$ cat src/rtl/carrier_phase_rotator.sv
// Carrier phase rotator: an NCO phase accumulator drives a cos/sin ROM, and each
// incoming I/Q sample is rotated by -theta in a fixed 4-stage pipeline
// (S1 capture, S2 ROM read, S3 multiply, S4 round/saturate).
module carrier_phase_rotator #(
    parameter int NB_DATA_IN  = 8,
    parameter int NB_DATA_OUT = 8,
    parameter int NB_PHASE    = 16,
    parameter int NB_LUT_ADDR = 8,
    parameter int NB_COEF     = 16
) (
    input  logic                          i_clock,
    input  logic                          i_rst,
    input  logic                          i_valid,
    input  logic signed [NB_DATA_IN-1:0]  i_data_i,
    input  logic signed [NB_DATA_IN-1:0]  i_data_q,
    input  logic        [NB_PHASE-1:0]    i_freq_word,
    input  logic        [NB_PHASE-1:0]    i_phase_corr,
    input  logic                          i_clear_phase,
    output logic                          o_valid,
    output logic signed [NB_DATA_OUT-1:0] o_data_i,
    output logic signed [NB_DATA_OUT-1:0] o_data_q
);

    localparam int  NB_PROD    = NB_DATA_IN + NB_COEF;
    localparam int  NB_SUM     = NB_PROD + 1;
    localparam int  LUT_DEPTH  = 1 << NB_LUT_ADDR;
    localparam int  COEF_MAX   = (1 << (NB_COEF - 1)) - 1;
    localparam real PI         = 3.14159265358979323846;
    localparam real COEF_SCALE = 2.0 ** (NB_COEF - 1);

    localparam logic signed [NB_SUM-1:0] ROUND_HALF = NB_SUM'(1 << (NB_COEF - 2));
    localparam logic signed [NB_SUM-1:0] OUT_MAX    = NB_SUM'((1 << (NB_DATA_OUT - 1)) - 1);
    localparam logic signed [NB_SUM-1:0] OUT_MIN    = NB_SUM'(-(1 << (NB_DATA_OUT - 1)));

    // Round to nearest; +1.0 does not fit Q1.(NB_COEF-1) so it clamps to the
    // largest positive code, while -1.0 is representable exactly.
    function automatic int coef_round(input real x);
        int r;
        if (x >= 0.0) begin
            r = $rtoi(x + 0.5);
        end else begin
            r = -$rtoi(0.5 - x);
        end
        if (r > COEF_MAX) begin
            r = COEF_MAX;
        end
        return r;
    endfunction

    // Round half up by adding half an LSB before the arithmetic shift, then clamp.
    function automatic logic signed [NB_DATA_OUT-1:0] round_sat(input logic signed [NB_SUM-1:0] s);
        logic signed [NB_SUM-1:0] r;
        r = (s + ROUND_HALF) >>> (NB_COEF - 1);
        if (r > OUT_MAX) begin
            r = OUT_MAX;
        end else if (r < OUT_MIN) begin
            r = OUT_MIN;
        end
        return NB_DATA_OUT'(r);
    endfunction

    // Full-wave cos/sin ROM, contents fixed at elaboration time.
    logic signed [NB_COEF-1:0] cos_rom [LUT_DEPTH];
    logic signed [NB_COEF-1:0] sin_rom [LUT_DEPTH];

    generate
        for (genvar gi = 0; gi < LUT_DEPTH; gi++) begin : g_rom
            localparam real ANG   = 2.0 * PI * real'(gi) / real'(LUT_DEPTH);
            localparam int  COS_V = coef_round($cos(ANG) * COEF_SCALE);
            localparam int  SIN_V = coef_round($sin(ANG) * COEF_SCALE);
            assign cos_rom[gi] = NB_COEF'(COS_V);
            assign sin_rom[gi] = NB_COEF'(SIN_V);
        end
    endgenerate

    // Phase accumulator state
    logic [NB_PHASE-1:0]    acc_q, acc_d;
    logic [NB_LUT_ADDR-1:0] theta_idx;

    // S1 registers
    logic                         v1_q;
    logic signed [NB_DATA_IN-1:0] s1_i_q, s1_q_q;
    logic [NB_LUT_ADDR-1:0]       s1_k_q;

    // S2 registers
    logic                         v2_q;
    logic signed [NB_DATA_IN-1:0] s2_i_q, s2_q_q;
    logic signed [NB_COEF-1:0]    s2_cos_q, s2_sin_q;

    // S3 registers
    logic                      v3_q;
    logic signed [NB_PROD-1:0] p_icos_q, p_qsin_q, p_qcos_q, p_isin_q;
    logic signed [NB_PROD-1:0] p_icos_d, p_qsin_d, p_qcos_d, p_isin_d;

    // S4 registers
    logic                          v4_q;
    logic signed [NB_DATA_OUT-1:0] out_i_q, out_q_q;
    logic signed [NB_DATA_OUT-1:0] out_i_d, out_q_d;
    logic signed [NB_SUM-1:0]      sum_i, sum_q;

    // Next accumulator value: clear beats advance; advance only on a valid sample.
    always_comb begin
        acc_d     = acc_q;
        theta_idx = acc_q[NB_PHASE-1 -: NB_LUT_ADDR];
        if (i_clear_phase) begin
            acc_d     = '0;
            theta_idx = '0;
        end else if (i_valid) begin
            acc_d = acc_q + i_freq_word + i_phase_corr;
        end
    end

    // Accumulator register
    always_ff @(posedge i_clock) begin
        if (i_rst) begin
            acc_q <= '0;
        end else begin
            acc_q <= acc_d;
        end
    end

    // S1: capture the sample together with the LUT index of its phase
    always_ff @(posedge i_clock) begin
        if (i_rst) begin
            v1_q   <= 1'b0;
            s1_i_q <= '0;
            s1_q_q <= '0;
            s1_k_q <= '0;
        end else begin
            v1_q <= i_valid;
            if (i_valid) begin
                s1_i_q <= i_data_i;
                s1_q_q <= i_data_q;
                s1_k_q <= theta_idx;
            end
        end
    end

    // S2: registered ROM read alongside the delayed sample
    always_ff @(posedge i_clock) begin
        if (i_rst) begin
            v2_q     <= 1'b0;
            s2_i_q   <= '0;
            s2_q_q   <= '0;
            s2_cos_q <= '0;
            s2_sin_q <= '0;
        end else begin
            v2_q <= v1_q;
            if (v1_q) begin
                s2_i_q   <= s1_i_q;
                s2_q_q   <= s1_q_q;
                s2_cos_q <= cos_rom[s1_k_q];
                s2_sin_q <= sin_rom[s1_k_q];
            end
        end
    end

    // Full-precision products for the four rotation terms
    always_comb begin
        p_icos_d = NB_PROD'(s2_i_q) * NB_PROD'(s2_cos_q);
        p_qsin_d = NB_PROD'(s2_q_q) * NB_PROD'(s2_sin_q);
        p_qcos_d = NB_PROD'(s2_q_q) * NB_PROD'(s2_cos_q);
        p_isin_d = NB_PROD'(s2_i_q) * NB_PROD'(s2_sin_q);
    end

    // S3: register the products
    always_ff @(posedge i_clock) begin
        if (i_rst) begin
            v3_q     <= 1'b0;
            p_icos_q <= '0;
            p_qsin_q <= '0;
            p_qcos_q <= '0;
            p_isin_q <= '0;
        end else begin
            v3_q <= v2_q;
            if (v2_q) begin
                p_icos_q <= p_icos_d;
                p_qsin_q <= p_qsin_d;
                p_qcos_q <= p_qcos_d;
                p_isin_q <= p_isin_d;
            end
        end
    end

    // Rotation by -theta: I' = I cos + Q sin, Q' = Q cos - I sin, then round/saturate
    always_comb begin
        sum_i   = NB_SUM'(p_icos_q) + NB_SUM'(p_qsin_q);
        sum_q   = NB_SUM'(p_qcos_q) - NB_SUM'(p_isin_q);
        out_i_d = round_sat(sum_i);
        out_q_d = round_sat(sum_q);
    end

    // S4: output register, holds its value between valid samples
    always_ff @(posedge i_clock) begin
        if (i_rst) begin
            v4_q    <= 1'b0;
            out_i_q <= '0;
            out_q_q <= '0;
        end else begin
            v4_q <= v3_q;
            if (v3_q) begin
                out_i_q <= out_i_d;
                out_q_q <= out_q_d;
            end
        end
    end

    assign o_valid  = v4_q;
    assign o_data_i = out_i_q;
    assign o_data_q = out_q_q;

endmodule

$ cat config.mk
export PLATFORM = sky130hd
export DESIGN_NAME = carrier_phase_rotator
export DESIGN_NICKNAME = d
export VERILOG_FILES = /design/src/rtl/carrier_phase_rotator.sv
export SDC_FILE = /design/constraint.sdc
export NUM_CORES = 2
export LEC_CHECK = 0
export CELL_PAD_IN_SITES_DETAIL_PLACEMENT = 0
export CELL_PAD_IN_SITES_GLOBAL_PLACEMENT = 1
export CORE_MARGIN = 8
export CORE_UTILIZATION = 54
export CTS_CLUSTER_SIZE = 10
export DETAILED_ROUTE_END_ITERATION = 6
export PLACE_DENSITY = 0.89
export SYNTH_ARGS = -nofsm -noshare
export SYNTH_HDL_FRONTEND = slang
export SYNTH_SLANG_ARGS = --single-unit
$ cat constraint.sdc
create_clock -name i_clock -period 15.6 [get_ports i_clock]
set_clock_uncertainty 0.2 [all_clocks]
set_input_delay 4.68 -clock i_clock [delete_from_list [all_inputs] [get_ports i_clock]]
set_output_delay 4.68 -clock i_clock [all_outputs]
set_load 0.01 [all_outputs]
==> reports/metrics.cfg <==
[layout]
utilization_pct=57.6
stdcell_area_um2=35500
area_delta_synth_final_pct=5.57
n_fill_cell=5758
drive_gt1_share_pct=4.21
final_nets=4704

[timing]
relSlewSlack_pct=18.9
fmaxAchievable_mhz=125
worst_pin_slew_ps=1220
setup_tns_ps=0
setup_slack_ps=7610
fin_crit_sh_pct=51.2
drv_slew=0
finalSetupViolCount=0
finalHoldViolCount=0
rsz0062_at_grt=false
min_period_ps=7990

[critical_path]
rrSetupSlack_ps=9530
path_class=in -> reg
cp.required_ps=15820
critPathBufInv=1
cp-end-kind=register
crit_path_start_kind=input pin
worstPathArrival_ps=8200
critPathTopFamily=compound AO/OA/AOI/OAI gates
crit_chain=clkdlybuf4s50_1 > fa_1 > ha_1 > a21o_1 > a21o_1 > a2111oi_0 > o31ai_1 > o41a_1 > a31oi_1 > xor2_1 > o31ai_1
r2r_cells=18
slowest_stage=a2111oi_0
worst_path_largest_cell_delay_ps=830
r2r_start=s2_i_q[1]
cp_max_fo=3
r2r-end=p_icos_q[19]

[clocking]
post_cts_resized=0
postCtsHoldBufs=0
cts.sinks=204
cts_root_buffer=clkbuf_16
h-tree-depth=1
clockBufferDepth=3
post-cts-setup-buffers=0
tritoncts=done
clk_pin_slew_ps=50
worstSkewPairLatency_ps=560
numCtsBuffers=27

[synthesis]
synth_top_family_by_area=adder cells
synth_most_common_cell=inv_1
synthTopCellsByCount=inv_1 (574), fa_1 (428), nor2_1 (369), and2_1 (356), ha_1 (300)
avgSynthCellArea_um2=8.36
ys_warn_count=0
netlist.top_cell.by_area=fa_1
synth_top_area_share_pct=25.5
synth-adder-area-share_pct=36.6
netlist_area_um2=33700
synthMuxAreaShare_pct=6.04
synthXorXnorAreaFrac_pct=2.58
synth_seq_area_share_pct=12.1
yosys.area_share.simple_pct=19.3
ys.flop_type=dfxtp_1
synth_area_leaders=fa_1 (25%), dfxtp_1 (12%), ha_1 (11%), and2_1 (6.6%), inv_1 (6.4%)
syn-num-nets=4804
synth-edff-count=0
synth_compound_area_share_pct=13.8
synthCells=4024
synth.distinct_cells=96
async_flop_share_pct=0
yosys_register_bits=204

[drt]
drtAntennaViolNets=0
vias_per_cell=5.83
drtIter0Drc=2270
first_pass_iters=6
vias=27842
totalWireLength_um=91300
wl_per_cell_um=19.1
drc=0

[place]
placed_cell_area_um2=34700
gp_congestion=1.01
dp_hpwl_um=69600
portBuffers=68
place_ws_ps=7110

[pwr]
seq_power_share_pct=37.8
p_comb_share_pct=24.3
power.share.clock_pct=37.9
switchingPower_uw=495
peakVddDrop_v=0.0000719
internal-power_mw=1.04
p_leak_nw=16.7
netSwitchingFraction_pct=32.1
powerDensity_nw_per_um2=43.3

[run]
max_cap_violations=0

[outcome]
outcome=finished, final reports clean

[die]
die_area_um2=70600
rows=91
die_h_um=266
coreArea_um2=61700
io_pins=69
die_w_um=266
start_util_pct=54.5

[hold_path]
worstHoldStart=p_qcos_q[21]
hold_end=p_qcos_q[21]
hp-class=reg -> reg
min_path_cells=2

[grt]
grtUsageTotal_pct=25.7
grt_pass1_wl_um=148000
antenna_found_initial=1
first_global_vias=27660
grt_max_degree=96
grt-ovfl-total=0

## worst max path at each step
stage | endpoint | start | slack [ps] | depth (start not counted)
after floorplan | acc_q[14] | i_freq_word[2] | 8060 | 10
after global placement | acc_q[14] | i_freq_word[2] | 7160 | 11
after detailed placement | acc_q[14] | i_freq_word[2] | 7110 | 11
after CTS | acc_q[14] | i_freq_word[2] | 7660 | 11
after global routing | acc_q[14] | i_freq_word[2] | 7350 | 11
final | acc_q[14] | i_freq_word[2] | 7610 | 11
## through the flow
stage	instances	hold WS, ps	total power, mW
final	4779	268	1.54
after global routing	4778	294	1.62
after CTS	4778	269	1.55
after detailed placement	4732	262	0.960
after global placement	4732	250	0.956
after floorplan	4024	232	0.846
## metal layers
metal  up-vias  wire, µm  GRT usage (%)
met5         -         0              0
met4         0      3400           8.47
met3       225      7210           4.34
met2      1071     40900           41.6
met1     13513     39900           34.8
li1      13033         -              -
## area by class of cell
cell class | count | area, µm² | share of cell area (%)
Multi-Input combinational cell | 3000 | 26400 | 74.3
Sequential cell | 204 | 4100 | 11.5
Inverter | 581 | 2180 | 6.14
Tap cell | 837 | 1050 | 2.95
Timing Repair Buffer | 110 | 992 | 2.79
Clock buffer | 40 | 754 | 2.12
Clock inverter | 6 | 62.6 | 0.176
Antenna cell | 1 | 2.50 | 0.00704
## worst reg2reg max path, cell delays in order, from the launching register on
cell       delay, ps
dfxtp_1         1110
and2_1           290
ha_1             140
inv_1             60
fa_1             530
inv_1             60
fa_1             520
inv_1             60
fa_1             480
inv_1             50
ha_1             370
and3_1           220
and2_1           150
nand3_1           80
or3b_2           500
a21oi_1          290
o21ai_1          170
a2111oi_0        560
a311o_1          180
## power groups by stage
stage,registers (mW),logic (mW),clock network [mW]
2_1_floorplan,0.563,0.283,0
3_3_place_gp,0.591,0.365,0
3_5_place_dp,0.592,0.369,0
4_1_cts,0.581,0.371,0.597
5_1_grt,0.584,0.415,0.616
6_report,0.582,0.374,0.584
## registers in the layout, summed over array words and instances (netlist names), 8 cells and up
name	flops
s1_k_q	8
acc_q	16
p_qsin_q	24
p_qcos_q	24
s2_sin_q	16
p_isin_q	24
s2_q_q	8
s2_cos_q	16
s1_q_q	8
o_data_i	8
s2_i_q	8
s1_i_q	8
o_data_q	8
p_icos_q	24
## placed cells by master, fill, tap and decap left out, types with 35 or more instances in the layout
| master | n |
|---|---|
| nor2b_1 | 37 |
| a211oi_1 | 73 |
| nor3_1 | 52 |
| fa_1 | 428 |
| o21ai_0 | 139 |
| a21oi_1 | 178 |
| a21o_1 | 43 |
| and2_1 | 356 |
| mux2i_1 | 111 |
| ha_1 | 300 |
| nand2_1 | 285 |
| dfxtp_1 | 198 |
| xnor2_1 | 68 |
| buf_4 | 42 |
| mux4_2 | 35 |
| nor2_1 | 369 |
| inv_1 | 574 |
| nand3_1 | 61 |
| clkdlybuf4s50_1 | 66 |
| nand2b_1 | 51 |
## cells by family (layout without fill, tap and decap cells)
group	after synthesis	in the layout
buffers and inverters	820	737
flip-flops	204	204
adder cells (fa/ha/maj)	728	728
other	0	1
AND/OR/NAND/NOR	1314	1314
XOR/XNOR	99	99
multiplexers	155	155
AO/OA/AOI/OAI	704	704
(Power assumes the default switching activity.)
